**src/rtl/sync_sequencer.sv**
```systemverilog
// Sequencer for a capture register feeding two slow stages.
// A divided tick paces input acceptance and stage loads.
module sync_sequencer #(
    parameter int DATA_W = 4,
    parameter int DIV_W  = 4
) (
    input  logic             fast_clk,
    input  logic             reset,
    input  logic [DIV_W-1:0] div_ratio,
    input  logic             start,
    input  logic             stop,
    input  logic             in_valid,
    output logic             in_ready,
    output logic             cap_en,
    output logic             stg1_en,
    output logic             stg2_en,
    output logic             out_valid,
    output logic [1:0]       state,
    output logic [7:0]       done_cnt
);

    if (DATA_W < 1) begin : g_bad_width
        $error("DATA_W must be at least 1");
    end

    typedef enum logic [1:0] {
        S_IDLE  = 2'b00,
        S_RUN   = 2'b01,
        S_DRAIN = 2'b10,
        S_BAD   = 2'b11
    } state_t;

    localparam logic [DIV_W-1:0] ONE = {{(DIV_W-1){1'b0}}, 1'b1};

    state_t           state_q;
    state_t           state_d;
    logic [DIV_W-1:0] cnt_q;
    logic [DIV_W-1:0] ratio_q;
    logic [DIV_W-1:0] ratio_init;
    logic             v0_q;
    logic             v1_q;
    logic             ov_q;
    logic [7:0]       done_q;
    logic             active;
    logic             tick;
    logic             xfer;

    // State register
    always_ff @(posedge fast_clk) begin
        if (reset) begin
            state_q <= S_IDLE;
        end else begin
            state_q <= state_d;
        end
    end

    // Next state, divider tick and the load enables
    always_comb begin
        state_d    = state_q;
        active     = (state_q == S_RUN) || (state_q == S_DRAIN);
        tick       = active && (cnt_q == ratio_q);
        in_ready   = tick && (state_q == S_RUN) && !reset;
        xfer       = in_ready && in_valid;
        cap_en     = xfer;
        stg1_en    = tick && v0_q && !reset;
        stg2_en    = tick && v1_q && !reset;
        ratio_init = (div_ratio == '0) ? ONE : div_ratio;
        unique case (state_q)
            S_IDLE: begin
                if (start) state_d = S_RUN;
            end
            S_RUN: begin
                if (stop) state_d = S_DRAIN;
            end
            S_DRAIN: begin
                if (!v0_q && !v1_q) state_d = S_IDLE;
            end
            S_BAD: state_d = S_IDLE;
            default: state_d = S_IDLE;
        endcase
    end

    // Divider, ratio latch, valid pipe and completion counter
    always_ff @(posedge fast_clk) begin
        if (reset) begin
            cnt_q   <= '0;
            ratio_q <= ONE;
            v0_q    <= 1'b0;
            v1_q    <= 1'b0;
            ov_q    <= 1'b0;
            done_q  <= 8'd0;
        end else begin
            ov_q <= stg2_en;
            if (ov_q) done_q <= done_q + 8'd1;
            if (state_q == S_IDLE && start) ratio_q <= ratio_init;
            if (!active || state_d == S_IDLE || tick) begin
                cnt_q <= '0;
            end else begin
                cnt_q <= cnt_q + ONE;
            end
            if (tick) begin
                v0_q <= xfer;
                v1_q <= v0_q;
            end
        end
    end

    assign out_valid = ov_q;
    assign state     = state_q;
    assign done_cnt  = done_q;

endmodule
```
**config.mk**
```make
export PLATFORM = sky130hd
export DESIGN_NAME = sync_sequencer
export DESIGN_NICKNAME = d
export VERILOG_FILES = /design/src/rtl/sync_sequencer.sv
export SDC_FILE = /design/constraint.sdc
export NUM_CORES = 1
export LEC_CHECK = 0
export ABC_AREA = 1
export BUFFER_PORTS_ARGS = -buffer_cell sky130_fd_sc_hd__buf_2
export CAP_MARGIN = 20
export CELL_PAD_IN_SITES_DETAIL_PLACEMENT = 1
export CELL_PAD_IN_SITES_GLOBAL_PLACEMENT = 1
export CORE_ASPECT_RATIO = 0.9
export CORE_MARGIN = 1.5
export CORE_UTILIZATION = 39
export CTS_BUF_LIST = sky130_fd_sc_hd__clkbuf_16
export DETAILED_ROUTE_END_ITERATION = 10
export GPL_TIMING_DRIVEN = 1
export PLACE_DENSITY = 0.86
export SLEW_MARGIN = 20
export SYNTH_ARGS = -nofsm -noshare
export SYNTH_HDL_FRONTEND = slang
export SYNTH_SLANG_ARGS = --single-unit
```
**constraint.sdc**
```tcl
create_clock -name fast_clk -period 2.9 [get_ports fast_clk]
set_input_delay 0.145 -clock fast_clk [delete_from_list [all_inputs] [get_ports fast_clk]]
set_output_delay 0.145 -clock fast_clk [all_outputs]
set_load 0.05 [all_outputs]
```
### Yosys cells after proc, flatten, opt, wreduce, memory -nomap -nowiden

Cells that the tools add are included.

| storage, ports and cells | value |
|---|---|
| register bits after elaboration | 21 |
| output and inout bits | 15 |
| input port bits | 9 |

| cells by class | value |
|---|---|
| muxes and demuxes | 5 |
| $add $sub $neg | 2 |
| reductions and logical operators | 21 |
| equal/unequal tests | 4 |

Operators by type and width:

| cell | count |
|---|---|
| $logic_and 1x1->1 | 10 |
| $add 8x1->8 const B | 1 |
| $pmux 2 s4 | 1 |
| $mux 2 | 3 |
| $add 4x1->4 const B | 1 |
| $eq 2x2->1 const B | 2 |
| $eq 4x4->1 | 1 |
| $logic_not 1->1 | 4 |
| $logic_not 2->1 | 2 |
| $logic_not 4->1 | 1 |
| $mux 4 | 1 |
| $logic_or 1x1->1 | 3 |
| $eq 2x1->1 const B | 1 |
| $reduce_or 2->1 | 1 |

### Depth between registers and ports, before layout

Gate-level depths: netlist of the first run.

| depth | value |
|---|---|
| depth in word-level cells | 8 |
| mapped depth | 10 |
| gate-level depth less buffers | 10 |

### Worst setup path after synthesis of the first run

OpenSTA, ideal clock, no wires.

| timing | value |
|---|---|
| path kind | register to output |
| start point | reg state_q[1], in the netlist state[1] |
| end point | out in_ready |
| buffers on the path | 0 |
| cell stages (with the launch flop) | 7 |
| data arrival time | 2.091 ns |
| path slack | 0.664 ns |
| cells stage by stage | dfxtp_1 -> inv_1 -> ha_1 -> nand2_1 -> nor2_1 -> nand3_2 -> nor2_1 |

| between the ends | value |
|---|---|
| longest elaborated chain between the ends | 5 |
| elaborated cells between the ends (all ways) | 6 |

Ends and longest elaborated chain:

| item | RTL line | RTL |
|---|---|---|
| start, declared | 35 | `state_t state_q;` |
| start signal, assigned | 53 | `state_q <= state_d;` |
| $eq 2x1->1 / $eq 2x2->1 (equally long branches) | 60, 62 |  |
| $logic_or 1x1->1 | 60 | `active = (state_q == S_RUN) \|\| (state_q == S_DRAIN);` |
| $logic_and 1x1->1 | 61 | `tick = active && (cnt_q == ratio_q);` |
| $logic_and 1x1->1 (*) (2 in a row) | 62 | `in_ready = tick && (state_q == S_RUN) && !reset;` |
| end, declared | 13 | `output logic in_ready,` |

Every way passes the cells marked *; elsewhere a longest branch is shown, timed or not.

### Worst setup path in the final report of the first run

| timing | value |
|---|---|
| start point | reg state_q[1], in the netlist state[1] |
| end point | out stg1_en |

| between the ends | value |
|---|---|
| longest elaborated chain between the ends | 5 |
| elaborated cells between the ends (all ways) | 6 |

Ends and longest elaborated chain:

| item | RTL line | RTL |
|---|---|---|
| $eq 2x1->1 / $eq 2x2->1 (equally long branches) | 60 |  |
| $logic_or 1x1->1 (*) | 60 |  |
| $logic_and 1x1->1 (*) | 61 |  |
| $logic_and 1x1->1 (*) (2 in a row) | 65 | `stg1_en = tick && v0_q && !reset;` |
| end, declared | 15 | `output logic stg1_en,` |

Marks and branches as above.

==> flow_summary.ini, run 1 <==
[run_status]
status = finished, violations left
violations = DRC

[final_layout]
area_growth_pct = 21.3
n_fill_cell = 335
design_area_sq_um = 1300
final_util = 0.513
diodes = 0
nets = 197
layout-drive-gt1-share = 0.199

[grt]
grt_max_degree = 15
grt_pass1_vias = 1098
grt_use_total = 0.201
antenna_found_initial = 0
grt_pass1_wl_mm = 4.55
gr-total-overflow = 0

[routing]
met3_length_microns = 112
avgRoutedWirePerCell_microns = 12.8
vias = 1050
routed.top_layer = met4
met2_length_mm = 1.34
met1_length_mm = 1.18
first_iter_violations = 42
wl_mm = 2.68
drt_pass1_iterations = 7
post-route-drc-count = 3
antenna_left = 0
via_per_inst = 5.02

[floorplanning]
rows = 17
coreArea_sq_um = 2530
fp.dieW_microns = 58.2
pin_count = 24
die-area_sq_um = 3070
die_h_microns = 52.7
initial_core_util = 0.423

[clocking]
hold_buffers = 0
cts_resized = 0
cts_tree = yes
worstSkewPairLatency_ns = 0.25
clockRootBuffer = clkbuf_16
path_clk_slew_ns = 0.06
cts_buffers = 3
cts_num_sinks = 21
post_cts_buffers = 0
htreeDepth = 1
cts_max_path_buffers = 2

[timing]
timing_hold_violations_final = 0
fin_setup_tns_ns = 0
setup_viol = 0
fin_crit_ns = 2.04
fin_crit_sh = 0.705
clock-skew-final_ns = 0.00305
whs_ns = 0.134
worst_slew_pin_slew_ns = 0.419
slew_viol_final = 0
grt_setup_unrepaired = false
relSlewSlack = 0.720
max_freq_mhz = 489

[synth]
synth-compound-area-share = 0.0502
synth_commonest_cells = nand2_1 (35), nor2_1 (35), inv_1 (23), dfxtp_1 (21), ha_1 (6)
synth_area_leaders = dfxtp_1 (39%), nand2_1 (12%), nor2_1 (12%)
synthXorXnorAreaFrac = 0.0327
synth_mux_area_frac = 0
yosys.area_share.simple = 0.366
synth-adder-area-share = 0.0701
synth_ff_type = dfxtp_1
synth-seq-area-share = 0.393
synth_top_family_by_area = simple AND/OR/NAND/NOR gates
synth_edf_count = 0
synth_top_cell_area_share = 0.393
avgSynthCellArea_sq_um = 6.91
async_reset_ff_frac = 0
yosysWarnings = 0
synth_fp_nets = 170
ys_seq_elements = 21
syn-cell-area_sq_um = 1070
synth_top_area_cell = dfxtp_1
synth.distinct_cells = 19
synth_cells = 155

[worst_setup_path]
slowest_delay_ns = 0.38
reg2reg_slack_ns = 1.41
cp_top_family = buffers and inverters
crit_path_start = state[1]
worst-path-buf-inv = 4
crit_top_cell = inv_1
rr_worst_depth = 7
path_cells = inv_1 -> ha_1 -> inv_1 -> nor2_1 -> nand2_1 -> nor2_1 -> nand4_1 -> inv_1 -> buf_2
cp.required_ns = 2.76
crit_slowest_cell = dfxtp_1
arrival_ns = 1.90
start_kind = flop
crit_fanout = 4
worstReg2RegEnd = cnt_q[2]
crit_end = stg1_en
worst-setup-path-type = flop to output port
reg2reg_from = state[1]
cp-end-kind = output port
cp_num_cells = 9

[power_and_ir_drop]
clockPowerShare = 0.433
power_uw = 680
p_int_uw = 510
power_density_nw_per_um2 = 524
p_comb_frac = 0.121
p_seq_frac = 0.447
power.leakage_uw = 0.000652
p_sw_uw = 170
switching_share = 0.250
irDropWorstVdd_mv = 0.402

[placed_design]
hpwl_mm = 2.15
gp_congestion = 0.833
port-buffer-count = 23
place_area_sq_um = 1220

[flow_run]
maxCapViolations = 0

[min_path]
holdCritPathClass = primary input to flop
==> flip-flops by register name (all words and copies together) (netlist names) <==
| name | cells |
|---|---|
| cnt_q | 4 |
| done_cnt | 8 |
| out_valid | 1 |
| ratio_q | 4 |
| state | 2 |
| v0_q | 1 |
| v1_q | 1 |
==> logic make-up after synthesis <==
family                     Yosys count
and+or+nand+nor                     89
buffers and inverters               25
DFF                                 21
AOI/OAI and AO/OA                   10
adders and majority gates            6
xor gates and xnor gates             4
==> tightest hold or removal path: cells and delay by family <==
family / cells / cell delay, ns
AND/OR/NAND/NOR: 2 / 0.13
buffers and inverters: 1 / 0.08
==> how the worst min path moves through the flow <==
stage,startpoint,to,depth (start not counted)
6_report,div_ratio[2],ratio_q[2],3
5_1_grt,div_ratio[2],ratio_q[2],3
4_1_cts,div_ratio[2],ratio_q[2],3
3_5_place_dp,div_ratio[2],ratio_q[2],3
3_3_place_gp,div_ratio[0],ratio_q[0],3
2_1_floorplan,reset,done_cnt[0],1
==> area by class of cell <==
type | count | area [sq um] | area share
inverters | 24 | 90.1 | 0.0694
flip-flops and latches | 21 | 420 | 0.324
clock inverters | 1 | 7.51 | 0.00578
clock buffers | 3 | 75.1 | 0.0578
well taps | 28 | 35.0 | 0.0270
multi-input cells | 109 | 556 | 0.428
repair buffers | 23 | 115 | 0.0886
==> through the flow <==
step / setup WS (ns) / std cells
after floorplan: 0.664 / 155
final: 0.857 / 209
after detailed placement: 1.14 / 205
after global routing: 0.676 / 209
after global placement: 1.26 / 205
after CTS: 0.849 / 209
==> placed cells by master, fill, tap and decap left out, types with 3 or more instances in the layout <==
cell	synthesis	routed
nand2_1	35	35
nor2_1	35	35
inv_1	23	23
buf_2	1	23
dfxtp_1	21	21
ha_1	6	6
nand3_1	5	5
o21ai_0	5	5
nand3_2	4	4
a21oi_1	4	4
xnor2_1	3	3
nand4_1	3	3
nor3_1	3	3
clkbuf_16	0	3
==> per-layer routing <==
metal | track usage | vias to the layer above
met5 | 0 | -
met4 | 0.0814 | 0
met3 | 0.0519 | 4
met2 | 0.373 | 25
met1 | 0.216 | 494
li1 | - | 527
==> power by group through the flow <==
stage / sequential (uW) / combinational (uW) / clock, uW
floorplan: 315 / 51.0 / 0
global placement: 309 / 76.3 / 0
detailed placement: 310 / 81.5 / 0
CTS: 304 / 82.5 / 300
global route: 305 / 93.7 / 315
finish: 304 / 82.0 / 294
(Power assumes the default switching activity.)
==> run 2, diff against run 1 <==
Settings changed: CORE_UTILIZATION 39 to 33, PLACE_DENSITY 0.86 to 0.78.
Clock period 2.9 ns to 1.7 ns, I/O delays scaled along.
==> run 2 against run 1 <==
- the run ends with setup timing left
- combinational power is 120% higher
- wire length is 12% higher
- die area is 17% higher
- clock-buffer cell count stayed put
- worst setup slack worse by 0.87 ns
- largest cell class unchanged
- critical endpoint unchanged
- highest routed layer unchanged
- worst hold slack worse by 0.063 ns
==> flow_summary.ini, run 2 (synthesis gave the netlist of run 1 again) <==
[placed_design]
dp_slack_ns = 0.00761
hpwl_mm = 2.06
port-buffer-count = 23
gp_congestion = 0.798

[clocking]
cts_num_sinks = 21
worstSkewPairLatency_ns = 0.25
cts_max_path_buffers = 2
path_clk_slew_ns = 0.05
htreeDepth = 1
clockRootBuffer = clkbuf_16
cts_buffers = 3
cts_tree = yes

[worst_setup_path]
start_kind = flop
reg2reg_slack_ns = 0.05
crit_fanout = 2
arrival_ns = 1.63
worstReg2RegEnd = v0_q
reg2reg_from = state[0]
cp-end-kind = output port
crit_path_start = state[0]
crit_end = stg1_en
worst-setup-path-type = flop to output port
rr_worst_depth = 11
cp.required_ns = 1.62

[grt]
grt_use_total = 0.175
grt_max_degree = 12
grt_pass1_vias = 1119
grt_pass1_wl_mm = 4.97
antenna_found_initial = 0
gr-total-overflow = 0

[timing]
max_freq_mhz = 583
setup_viol = 2
worst_slew_pin_slew_ns = 0.421
whs_ns = 0.0712
setup_slack_ns = -0.0157
fin_crit_ns = 1.72
timing_hold_violations_final = 0
relSlewSlack = 0.717
fin_crit_sh = 1.01
fin_setup_tns_ns = -0.0198
grt_setup_unrepaired = true
clock-skew-final_ns = 0.00270
slew_viol_final = 0

[power_and_ir_drop]
power.leakage_uw = 0.000716
irDropWorstVdd_mv = 0.556
power_density_nw_per_um2 = 792

[routing]
wl_mm = 2.99
antenna_left = 0
avgRoutedWirePerCell_microns = 12.7
post-route-drc-count = 0
first_iter_violations = 37
vias = 1089
drt_pass1_iterations = 4
via_per_inst = 4.61

[floorplanning]
pin_count = 24
die_h_microns = 57.0
rows = 19
coreArea_sq_um = 3070
initial_core_util = 0.349
die-area_sq_um = 3600
fp.dieW_microns = 63.1

[run_status]
status = finished, violations left
violations = setup timing

[final_layout]
largest_register_ffs = 8
mostFrequentLayoutCells = nand2_1 (35), nor2_1 (30), inv_1 (19), dfxtp_1 (19), buf_2 (19)
final_common_cell = nand2_1
n_fill_cell = 406
layout-drive-gt1-share = 0.320
diodes = 0
area_growth_pct = 39.3
nets = 210
final_util = 0.486

[min_path]
holdCritPathClass = primary input to flop

[flow_run]
maxCapViolations = 0
[run 2: cell count changes in the layout (fill, tap and decap cells not counted), moves of 3 or more]
cell    previous run  this run
inv_1             23        19
buf_4              0        14
nor2_2             2         5
inv_2              1         4
buf_2             23        19
nor2_1            35        30
[run 2: layer usage]
metal | global-route usage | wire, microns | up-vias
li1 | - | - | 556
met4 | 0.0349 | 33 | 0
met3 | 0.0434 | 90 | 4
met1 | 0.206 | 1360 | 510
met2 | 0.324 | 1500 | 19
met5 | 0 | 0 | -
[run 2: critical path, cell delays in order, from the launching register on]
cell	delay [ns]
dfxtp_2	0.36
inv_4	0.05
ha_4	0.26
inv_2	0.03
nor2_2	0.09
nand2_1	0.07
nor2_2	0.14
nand4_1	0.14
inv_2	0.09
buf_8	0.14
[run 2: final cells by class]
| class | instances | area, sq um | share of cell area |
|---|---|---|---|
| Multi-Input combinational cell | 109 | 601 | 0.403 |
| Sequential cell | 21 | 423 | 0.284 |
| Timing Repair Buffer | 36 | 241 | 0.162 |
| Inverter | 24 | 95.1 | 0.0638 |
| Clock buffer | 3 | 75.1 | 0.0503 |
| Tap cell | 42 | 52.6 | 0.0352 |
| Clock inverter | 1 | 3.75 | 0.00252 |
[run 2: timing repair]
action / CTS / global route
gates resized for setup: 15 / 5
setup endpoints to repair: 4 / 5
hold buffers: 0 / 0
setup buffers: 8 / 4
pin swaps: 4 / 2
[run 2: worst min path at each step]
stage | start | end | slack (ns) | depth (start not counted)
floorplan | reset | state[0] | 0.15 | 1
global placement | div_ratio[0] | ratio_q[0] | 0.32 | 3
detailed placement | div_ratio[0] | ratio_q[0] | 0.33 | 3
CTS | div_ratio[0] | ratio_q[0] | 0.07 | 3
global route | div_ratio[0] | ratio_q[0] | 0.1 | 3
finish | div_ratio[0] | ratio_q[0] | 0.07 | 3
[run 2: where the power goes]
group          internal [uW]  switching [uW]
clock                    313             168
combinational           67.6             113
sequential               507            11.6
total                    888             293
[run 2: per-stage QoR]
step                cells  area (sq um)  total power, uW
finish                236          1490             1180
global route          236          1490             1240
CTS                   232          1440             1170
detailed placement    220          1260              670
global placement      220          1260              662
floorplan             155          1090              626
==> run 3, diff against run 2 <==
Settings changed: GPL_TIMING_DRIVEN 1 to 0, REMOVE_ABC_BUFFERS set to 1.
==> run 3 against run 2 <==
- die area unchanged
- clock power about the same
- power down 0.69%
- core utilization down 0.73 points
- worst hold slack better by 0.0052 ns
- register-to-register slack better by 0.14 ns
- worst setup slack worse by 0.0054 ns
- final area down 1.5%
- sequential cell count unchanged
- wire length down 0.54%
- the run still ends with setup timing left
- fmax down 0.32%
- critical endpoint is now cap_en
==> flow_summary.ini, run 3 (synthesis gave the netlist of run 1 again) <==
[run_status]
status = finished, violations left
violations = setup timing

[clocking]
cts_tree = yes
cts_max_path_buffers = 2
clockRootBuffer = clkbuf_16
hold_buffers = 0
htreeDepth = 1
worstSkewPairLatency_ns = 0.25
cts_buffers = 3
path_clk_slew_ns = 0.06
cts_num_sinks = 21

[timing]
clock-skew-final_ns = 0.00247
relSlewSlack = 0.717
grt_setup_unrepaired = true
setup_slack_ns = -0.0211
fin_crit_sh = 1.01
setup_viol = 1
fin_crit_ns = 1.72
max_freq_mhz = 581
timing_hold_violations_final = 0
worst_slew_pin_slew_ns = 0.424
whs_ns = 0.0764
slew_viol_final = 0
fin_setup_tns_ns = -0.0211

[grt]
grt_pass1_vias = 1107
antenna_found_initial = 0
grt_pass1_wl_mm = 4.69
gr-total-overflow = 0
grt_use_total = 0.163
grt_max_degree = 15

[routing]
drt_pass1_iterations = 4
first_iter_violations = 35
via_per_inst = 4.71
wl_mm = 2.97
avgRoutedWirePerCell_microns = 12.6
antenna_left = 0
vias = 1111
post-route-drc-count = 0

[min_path]
holdCritPathClass = primary input to flop
min_from = div_ratio[0]
min_to = ratio_q[0]
hold_depth = 3

[final_layout]
stdcell_count = 236
nets = 210
area_growth_pct = 37.1
diodes = 0
layout-drive-gt1-share = 0.309
largest_register_ffs = 8
final_common_cell = nand2_1
mostFrequentLayoutCells = nand2_1 (34), nor2_1 (31), inv_1 (20)

[worst_setup_path]
worst-path-buf-inv = 5
cp_top_family = buffers and inverters
start_kind = flop
cp.required_ns = 1.62
worstReg2RegEnd = v0_q
crit_slowest_cell = dfxtp_2
arrival_ns = 1.64
cp-end-kind = output port
slowest_delay_ns = 0.32
worst-setup-path-type = flop to output port
reg2reg_from = state[1]
reg2reg_slack_ns = 0.19
crit_fanout = 4
path_cells = inv_2 -> buf_4 -> ha_1 -> inv_1 -> nor2_1 -> nand4_1 -> inv_2 -> buf_8
rr_worst_depth = 9
crit_top_cell = inv_2

[power_and_ir_drop]
irDropWorstVdd_mv = 0.691
power.leakage_uw = 0.000718
power_density_nw_per_um2 = 798

[flow_run]
maxCapViolations = 0

[floorplanning]
fp.dieW_microns = 63.1
pin_count = 24
initial_core_util = 0.349
coreArea_sq_um = 3070
die_h_microns = 57.0
rows = 19
die-area_sq_um = 3600

[placed_design]
hpwl_mm = 2.05
dp_slack_ns = -0.0337
gp_congestion = 0.743
placedCellCount = 219
port-buffer-count = 23
==> run 3: per-stage QoR <==
| step | utilization | power [uW] | cell area [sq um] |
|---|---|---|---|
| 6_report | 0.479 | 1170 | 1470 |
| 4_1_cts | 0.462 | 1180 | 1420 |
| 3_3_place_gp | 0.402 | 657 | 1230 |
| 3_5_place_dp | 0.402 | 666 | 1230 |
| 5_1_grt | 0.479 | 1230 | 1470 |
| 2_1_floorplan | - | 623 | 1070 |
==> run 3: worst reg2reg max path: cells and delay by family, from the launching register on <==
kind	cells	cell delay [ns]
fa+ha+maj	1	0.22
simple gates	3	0.36
buf+inv	5	0.56
flops	1	0.32
==> run 3: final cells by class <==
cell class              instances  area (sq um)
clock inverters                 1          3.75
inverters                      24          92.6
clock buffers                   3          75.1
well taps                      42          52.6
flip-flops and latches         21           423
fillers                       411          1600
multi-input cells             109           581
repair buffers                 36           241
==> run 3: worst max path at each step <==
stage	from	to	depth (start not counted)
final	state[1]	cap_en	8
after detailed placement	state[1]	stg1_en	9
after floorplan	state[1]	in_ready	6
after global routing	state[0]	cap_en	9
after CTS	state[0]	cap_en	9
after global placement	state[1]	stg1_en	9
==> run 3: power by group <==
part           total, uW  internal, uW  switching [uW]
Combinational        170          64.9             105
Clock                484           313             171
Sequential           518           508            11.0
==> run 3: repair_timing <==
action,in CTS,in global routing
setup buffers,9,5
resized for setup,14,8
setup endpoints to repair,4,5
pin swaps,4,2
==> run 3: layer usage <==
layer | track usage | part of all wire | up-vias | routed length (microns)
li1 | - | - | 559 | -
met4 | 0.0349 | 0.0040 | 0 | 12
met3 | 0.0394 | 0.038 | 2 | 112
met5 | 0 | 0 | - | 0
met2 | 0.312 | 0.52 | 24 | 1550
met1 | 0.185 | 0.44 | 526 | 1290
